==> src/rtl/tone_scheduler.sv <==
// tone_scheduler: sequences the PWM tone datapath from a small programmable song memory.
//
// Each song entry holds a pitch code and a length. The scheduler steps through the
// entries, giving each note 4B-1 ticks of sound followed by one tick of space
// (B = len + 1 beats). During a space it can grant a one-shot sound effect, which
// plays for 3 ticks plus 1 tick of space before the melody resumes at the next entry.
//
// Ports:
//   clk, rst          system clock, synchronous active-high reset
//   cfg_we/addr/data  song memory write port; data = {code[2:0], len[2:0], reserved[1:0]}
//   start, stop       playback control pulses (stop wins over start)
//   loop              level; restart at entry 0 when the end marker is fetched
//   sfx_req/sfx_code  sound-effect request and its pitch code
//   sfx_ack           one-cycle grant pulse
//   sample_stb        one-cycle strobe every SAMPLE_DIV clocks while busy
//   gate, inc         datapath gate and phase increment for the sounding pitch
//   pos               index of the current song entry
//   busy, done        playback active; one-cycle pulse on a non-loop end
module tone_scheduler #(
    parameter int unsigned SAMPLE_DIV   = 128,
    parameter int unsigned TICK_SAMPLES = 5468,
    parameter int unsigned DEPTH        = 32,
    parameter int unsigned INC_BITS     = 7,
    localparam int unsigned AW          = $clog2(DEPTH)
) (
    input  logic                clk,
    input  logic                rst,
    input  logic                cfg_we,
    input  logic [AW-1:0]       cfg_addr,
    input  logic [7:0]          cfg_data,
    input  logic                start,
    input  logic                stop,
    input  logic                loop,
    input  logic                sfx_req,
    input  logic [2:0]          sfx_code,
    output logic                sfx_ack,
    output logic                sample_stb,
    output logic                gate,
    output logic [INC_BITS-1:0] inc,
    output logic [AW-1:0]       pos,
    output logic                busy,
    output logic                done
);

    localparam int unsigned SW = (SAMPLE_DIV > 1) ? $clog2(SAMPLE_DIV) : 1;
    localparam int unsigned TW = (TICK_SAMPLES > 1) ? $clog2(TICK_SAMPLES) : 1;

    localparam logic [2:0] CodeRest = 3'd6;
    localparam logic [2:0] CodeEnd  = 3'd7;

    typedef enum logic [2:0] {
        StIdle,
        StSound,
        StSpace,
        StSfxSound,
        StSfxSpace
    } state_e;

    state_e        state_q, state_d;
    logic [SW-1:0] samp_q, samp_d;
    logic [TW-1:0] tick_q, tick_d;
    logic [4:0]    cnt_q, cnt_d;     // tick boundaries seen in the current state
    logic [AW-1:0] pos_q, pos_d;
    logic [2:0]    code_q, code_d;   // latched pitch of the playing note or effect
    logic [2:0]    len_q, len_d;
    logic          wrap_q, wrap_d;   // in the extra space after a looped end marker
    logic          done_q, done_d;
    logic          ack_q, ack_d;

    logic [5:0]    mem [DEPTH];      // {code, len}
    logic [AW-1:0] fetch_addr;
    logic [2:0]    fetch_code;
    logic [2:0]    fetch_len;
    logic          sample_end;
    logic          tick_end;
    logic          advance;
    logic          sounding;
    logic          unused_cfg;

    assign unused_cfg = ^cfg_data[1:0];

    function automatic logic [INC_BITS-1:0] pitch_inc(input logic [2:0] code);
        case (code)
            3'd0:    return INC_BITS'(67);
            3'd1:    return INC_BITS'(60);
            3'd2:    return INC_BITS'(50);
            3'd3:    return INC_BITS'(48);
            3'd4:    return INC_BITS'(45);
            3'd5:    return INC_BITS'(40);
            default: return '0;
        endcase
    endfunction

    // Song memory: written at any time, never reset.
    always_ff @(posedge clk) begin
        if (cfg_we) begin
            mem[cfg_addr] <= cfg_data[7:2];
        end
    end

    // From IDLE and from the looped-end space the next entry is always entry 0.
    always_comb begin
        if (state_q == StIdle || wrap_q) begin
            fetch_addr = '0;
        end else begin
            fetch_addr = pos_q + 1'b1;
        end
        fetch_code = mem[fetch_addr][5:3];
        fetch_len  = mem[fetch_addr][2:0];
    end

    assign sample_end = (state_q != StIdle) && (samp_q == SW'(SAMPLE_DIV - 1));
    assign tick_end   = sample_end && (tick_q == TW'(TICK_SAMPLES - 1));

    always_comb begin
        state_d = state_q;
        pos_d   = pos_q;
        code_d  = code_q;
        len_d   = len_q;
        cnt_d   = cnt_q;
        wrap_d  = wrap_q;
        done_d  = 1'b0;
        ack_d   = 1'b0;
        advance = 1'b0;

        case (state_q)
            StIdle: begin
                if (start && !stop) begin
                    pos_d  = '0;
                    wrap_d = 1'b0;
                    cnt_d  = '0;
                    if (fetch_code == CodeEnd) begin
                        done_d = 1'b1;
                    end else begin
                        state_d = StSound;
                        code_d  = fetch_code;
                        len_d   = fetch_len;
                    end
                end
            end
            StSound: begin
                // Last sounding tick is number 4*len+2 (4B-1 ticks in total).
                if (tick_end) begin
                    if (cnt_q == {len_q, 2'b10}) begin
                        state_d = StSpace;
                        cnt_d   = '0;
                    end else begin
                        cnt_d = cnt_q + 1'b1;
                    end
                end
            end
            StSpace: begin
                // The looped-end space belongs to no note, so it never grants an effect.
                if (tick_end) begin
                    if (sfx_req && !wrap_q) begin
                        ack_d   = 1'b1;
                        state_d = StSfxSound;
                        code_d  = sfx_code;
                        cnt_d   = '0;
                    end else begin
                        advance = 1'b1;
                    end
                end
            end
            StSfxSound: begin
                if (tick_end) begin
                    if (cnt_q == 5'd2) begin
                        state_d = StSfxSpace;
                        cnt_d   = '0;
                    end else begin
                        cnt_d = cnt_q + 1'b1;
                    end
                end
            end
            StSfxSpace: begin
                if (tick_end) begin
                    advance = 1'b1;
                end
            end
            default: begin
                state_d = StIdle;
            end
        endcase

        if (advance) begin
            pos_d  = fetch_addr;
            wrap_d = 1'b0;
            cnt_d  = '0;
            if (fetch_code == CodeEnd) begin
                if (loop) begin
                    pos_d   = '0;
                    wrap_d  = 1'b1;
                    state_d = StSpace;
                end else begin
                    done_d  = 1'b1;
                    state_d = StIdle;
                end
            end else begin
                state_d = StSound;
                code_d  = fetch_code;
                len_d   = fetch_len;
            end
        end

        if (stop && state_q != StIdle) begin
            state_d = StIdle;
            done_d  = 1'b0;
            ack_d   = 1'b0;
            wrap_d  = 1'b0;
            cnt_d   = '0;
        end
    end

    // Sample and tick counters run only while playing; zeroed on start and on return to IDLE.
    always_comb begin
        samp_d = samp_q;
        tick_d = tick_q;
        if (state_q == StIdle || state_d == StIdle) begin
            samp_d = '0;
            tick_d = '0;
        end else if (sample_end) begin
            samp_d = '0;
            tick_d = tick_end ? '0 : tick_q + 1'b1;
        end else begin
            samp_d = samp_q + 1'b1;
        end
    end

    always_ff @(posedge clk) begin
        if (rst) begin
            state_q <= StIdle;
            samp_q  <= '0;
            tick_q  <= '0;
            cnt_q   <= '0;
            pos_q   <= '0;
            code_q  <= '0;
            len_q   <= '0;
            wrap_q  <= 1'b0;
            done_q  <= 1'b0;
            ack_q   <= 1'b0;
        end else begin
            state_q <= state_d;
            samp_q  <= samp_d;
            tick_q  <= tick_d;
            cnt_q   <= cnt_d;
            pos_q   <= pos_d;
            code_q  <= code_d;
            len_q   <= len_d;
            wrap_q  <= wrap_d;
            done_q  <= done_d;
            ack_q   <= ack_d;
        end
    end

    // Rests (code 6) and silent effect codes (6, 7) keep the gate low and the increment zero.
    assign sounding = (state_q == StSound || state_q == StSfxSound) && (code_q < CodeRest);

    assign gate       = sounding;
    assign inc        = sounding ? pitch_inc(code_q) : '0;
    assign pos        = pos_q;
    assign busy       = (state_q != StIdle);
    assign done       = done_q;
    assign sfx_ack    = ack_q;
    assign sample_stb = sample_end;

endmodule
==> config.mk <==
export PLATFORM = sky130hd
export DESIGN_NAME = tone_scheduler
export DESIGN_NICKNAME = d
export VERILOG_FILES = /design/src/rtl/tone_scheduler.sv
export SDC_FILE = /design/constraint.sdc
export NUM_CORES = 1
export LEC_CHECK = 0
export CORE_UTILIZATION = 45
export CTS_CLUSTER_DIAMETER = 40
export DETAILED_ROUTE_END_ITERATION = 7
export HOLD_SLACK_MARGIN = 0.05
export SYNTH_ARGS = -nofsm -noshare
export SYNTH_HDL_FRONTEND = slang
export SYNTH_SLANG_ARGS = --single-unit
==> constraint.sdc <==
create_clock -name clk -period 4.06 [get_ports clk]
set_input_delay 0.812 -clock clk [delete_from_list [all_inputs] [get_ports clk]]
set_output_delay 0.812 -clock clk [all_outputs]
set_load 0.03 [all_outputs]
==> impl_metrics.yaml <==
logic_synthesis:
  post_synth_instance_area_sq_mm: 0.01004
  synth_area_leader_cell: "edfxtp_1"
  synthesis.nets: 845
  synth_enable_flop_cells: 192
  yosys_most_used_dff: "edfxtp_1"
  postSynthCellCount: 817
  post_synth.cell_area_avg_sq_um: 12.29
  synth_sequential_area_ratio: 0.6578
  synth_top_area_share: 0.5741
  synth.distinct_cells: 61
  async_reset_ff_frac: 0
  ys.warnings.count: 0
  synth_top_cells_by_area: "edfxtp_1 (57%), dfxtp_1 (8.4%), nand2_1 (2.7%)"
  synth-seq-cells: 234
critical_path:
  critPathKind: "reg2reg"
  worst_setup_path_startpoint: "pos[1]"
  reg2reg_depth: 10
  timing.critical_path.from_type: "flop"
  timing.critical_path.required_ns: 4.44
  cp-end-kind: "flop"
  cp.arrival_ns: 4.18
  timing.rr.start: "pos[1]"
  highest_net_fanout_along_the_worst_path: 20
  cp-endpoint: "tick_q[6]"
  r2r_end: "tick_q[6]"
  reg2reg_slack_ns: 0.25
timing:
  final.setup.tns_ns: 0
  hold_violations: 0
  max_slew_margin: 0.1782
  timing.final.crit_period_ns: 3.806
  share_of_the_cycle_needed_by_the_critical_path_after_routing: 0.9373
  setup-violations-final: 0
  whs_ns: 0.4629
  worst_slew_pin_slew_ns: 1.229
  finClkSkew_ns: 0.01694
  layout_setup_ws_ns: 0.2545
  drv_slew: 0
  fmax_mhz: 262.8
  setup_repair_after_global_routing_missed_its_margin: "no"
die:
  initial_utilization: 0.4602
  design.die.area_sq_mm: 0.02292
  fp.dieW_microns: 151.4
  die_height_microns: 151.4
  row_count: 54
  floorplan.core_area_sq_mm: 0.02182
  io-pin-count: 40
global_routing:
  via_count_of_the_first_global_routing_pass: 6892
  grt_start_max_net_pins: 39
  grt_first_pass_wirelength_mm: 38.01
  grt.overflow.total: 0
  groute.usage.overall: 0.2205
  antenna_found_initial: 0
placed_design:
  dp_hpwl_mm: 16.14
  placement.setup.worst_slack_ns: 0.3031
  port-buffer-count: 37
  place_inst: 1114
  gp_congestion: 0.8814
  dpl-instance-area_sq_mm: 0.01081
cts:
  h-tree-depth: 2
  total_cts_buffers: 34
  clock_tree.root_cell: "clkbuf_16"
  ctsHoldBuffers: 0
  clock_sink_count: 234
  clkTransAtPathRegs_ns: 0.05
  worstSkewPairLatency_ns: 0.51
  cts_tree: "built"
  cts_max_path_buffers: 3
  post-cts-setup-buffers: 0
drt:
  final_antenna_net_count: 0
  drt-initial-drc-count: 495
  routed-via-count: 6981
  met1_length_mm: 9.958
  met2RoutedLength_mm: 12.24
  post-route-drc-count: 0
  number_of_detailed_route_iterations_in_the_first_pass: 5
  top_signal_layer_used: "met4"
  drt_wl_total_mm: 24.26
  drt-wirelength-per-cell_microns: 20.63
  routed_via_density: 5.936
  total_length_of_routed_met3_wires_mm: 1.520
job:
  cap_violations: 0
power:
  p_leak_nw: 3.888
  power_density_mw_per_mm2: 481.7
  totalPowerFinal_mw: 5.756
  vdd_drop_max_mv: 0.3063
final_layout:
  antenna_cells_inserted: 0
  postLayoutCoreUtil: 0.5476
  fraction_of_layout_instances_using_a_drive_strength_above_1: 0.1239
  fillers: 1774
  layout.cells.non_filler: 1176
  area_delta_synth_final_pct: 18.99
  postLayoutCellArea_sq_mm: 0.01195
  nNetsFinal: 898
outcome:
  result_of_the_run: "finished, final reports clean"
hold_path:
  min_path_cells: 1
  min_path_type: "reg2reg"
[power breakdown]
part | internal, mW | total (mW) | leakage [nW] | switching [mW]
clock | 1.79 | 2.89 | 0.543 | 1.10
sequential | 2.63 | 2.64 | 2.07 | 0.0129
combinational | 0.0821 | 0.230 | 1.28 | 0.148
[layout make-up]
cell class | count | area [sq um] | area share
clock buffers | 37 | 883.3 | 0.07392
multi-input cells | 520 | 3182 | 0.2663
repair buffers | 73 | 653.1 | 0.05465
clock inverters | 25 | 249.0 | 0.02084
inverters | 7 | 26.28 | 0.002199
well taps | 280 | 350.3 | 0.02932
flip-flops and latches | 234 | 6606 | 0.5528
[worst max-delay path, cell delays in order, from the launching register on]
cell and delay [ns]:
dfxtp_1 0.34, ha_1 0.31, nor2b_1 0.29, nand2_1 0.40, or3_1 0.53, a311oi_1 0.55
o22ai_1 0.28, o311a_1 0.35, a311oi_2 0.25, buf_4 0.28, nor3_1 0.09
[flip-flops by register name, indices dropped and copies added, names as in the netlist]
name     count
cnt_q        5
wrap_q       1
pos          5
state_q      3
code_q       3
sfx_ack      1
mem        192
len_q        3
samp_q       7
tick_q      13
done         1
[what timing repair did]
item / CTS / global route
resized for setup: 0 / 2
hold endpoints to repair: 0 / 0
endpoints found under the setup margin: 0 / 24
[synth_stat cells (4+ instances only)]
cell type  number
nor3_1         24
edfxtp_1      192
buf_2          14
buf_1           7
nand2b_1        4
dfxtp_1        42
nor3b_1         5
a211o_1        11
a21oi_1        48
a311oi_1       10
nor2_1         69
a22oi_1        11
xnor2_1        11
nand4_1         8
inv_1           5
mux2_2          5
o21ai_0        31
a211oi_1       15
o22ai_1         5
nand2_1        72
or3_1          10
xor2_1         14
and3_1         10
o221ai_1       21
mux2i_1        13
a221oi_1       19
nand3b_1        7
ha_1            5
clkbuf_1       31
nand3_1        52
[layout by cell type, fill, tap and decap left out, drive strengths merged, types with 12 or more instances in the layout]
master	count
edfxtp	192
nand2	73
nor2	71
nand3	52
a21oi	48
dfxtp	42
clkdlybuf4s50	37
clkbuf	37
buf	36
o21ai	31
nor3	26
o221ai	21
a221oi	19
a211oi	15
xor2	14
mux2i	13
inv	12
clkinv	12
[routing by layer]
layer,GRT usage,vias to the layer above
met4,0.07750,0
met5,0,-
met1,0.2808,3439
li1,-,3265
met2,0.3795,240
met3,0.03494,37
[cells by family (layout without fill, tap and decap cells)]
| logic type | after synthesis | count (layout) | share of synthesized area |
|---|---|---|---|
| and+or+nand+nor | 283 | 283 | 0.1372 |
| buffers and inverters | 63 | 142 | 0.02716 |
| muxes | 18 | 18 | 0.01856 |
| xor gates and xnor gates | 25 | 25 | 0.02180 |
| DFF | 234 | 234 | 0.6578 |
| adders and majority gates | 5 | 5 | 0.006229 |
| AOI/OAI and AO/OA | 189 | 189 | 0.1313 |
[worst min-delay path by stage]
stage / slack, ns / start / end
floorplan: 0.42 / samp_q[0] / samp_q[0]
global placement: 0.43 / samp_q[0] / samp_q[0]
detailed placement: 0.45 / samp_q[0] / samp_q[0]
CTS: 0.46 / samp_q[0] / samp_q[0]
global route: 0.51 / samp_q[0] / samp_q[0]
finish: 0.46 / samp_q[0] / samp_q[0]
Note: power is estimated with default switching activity, not from simulation.
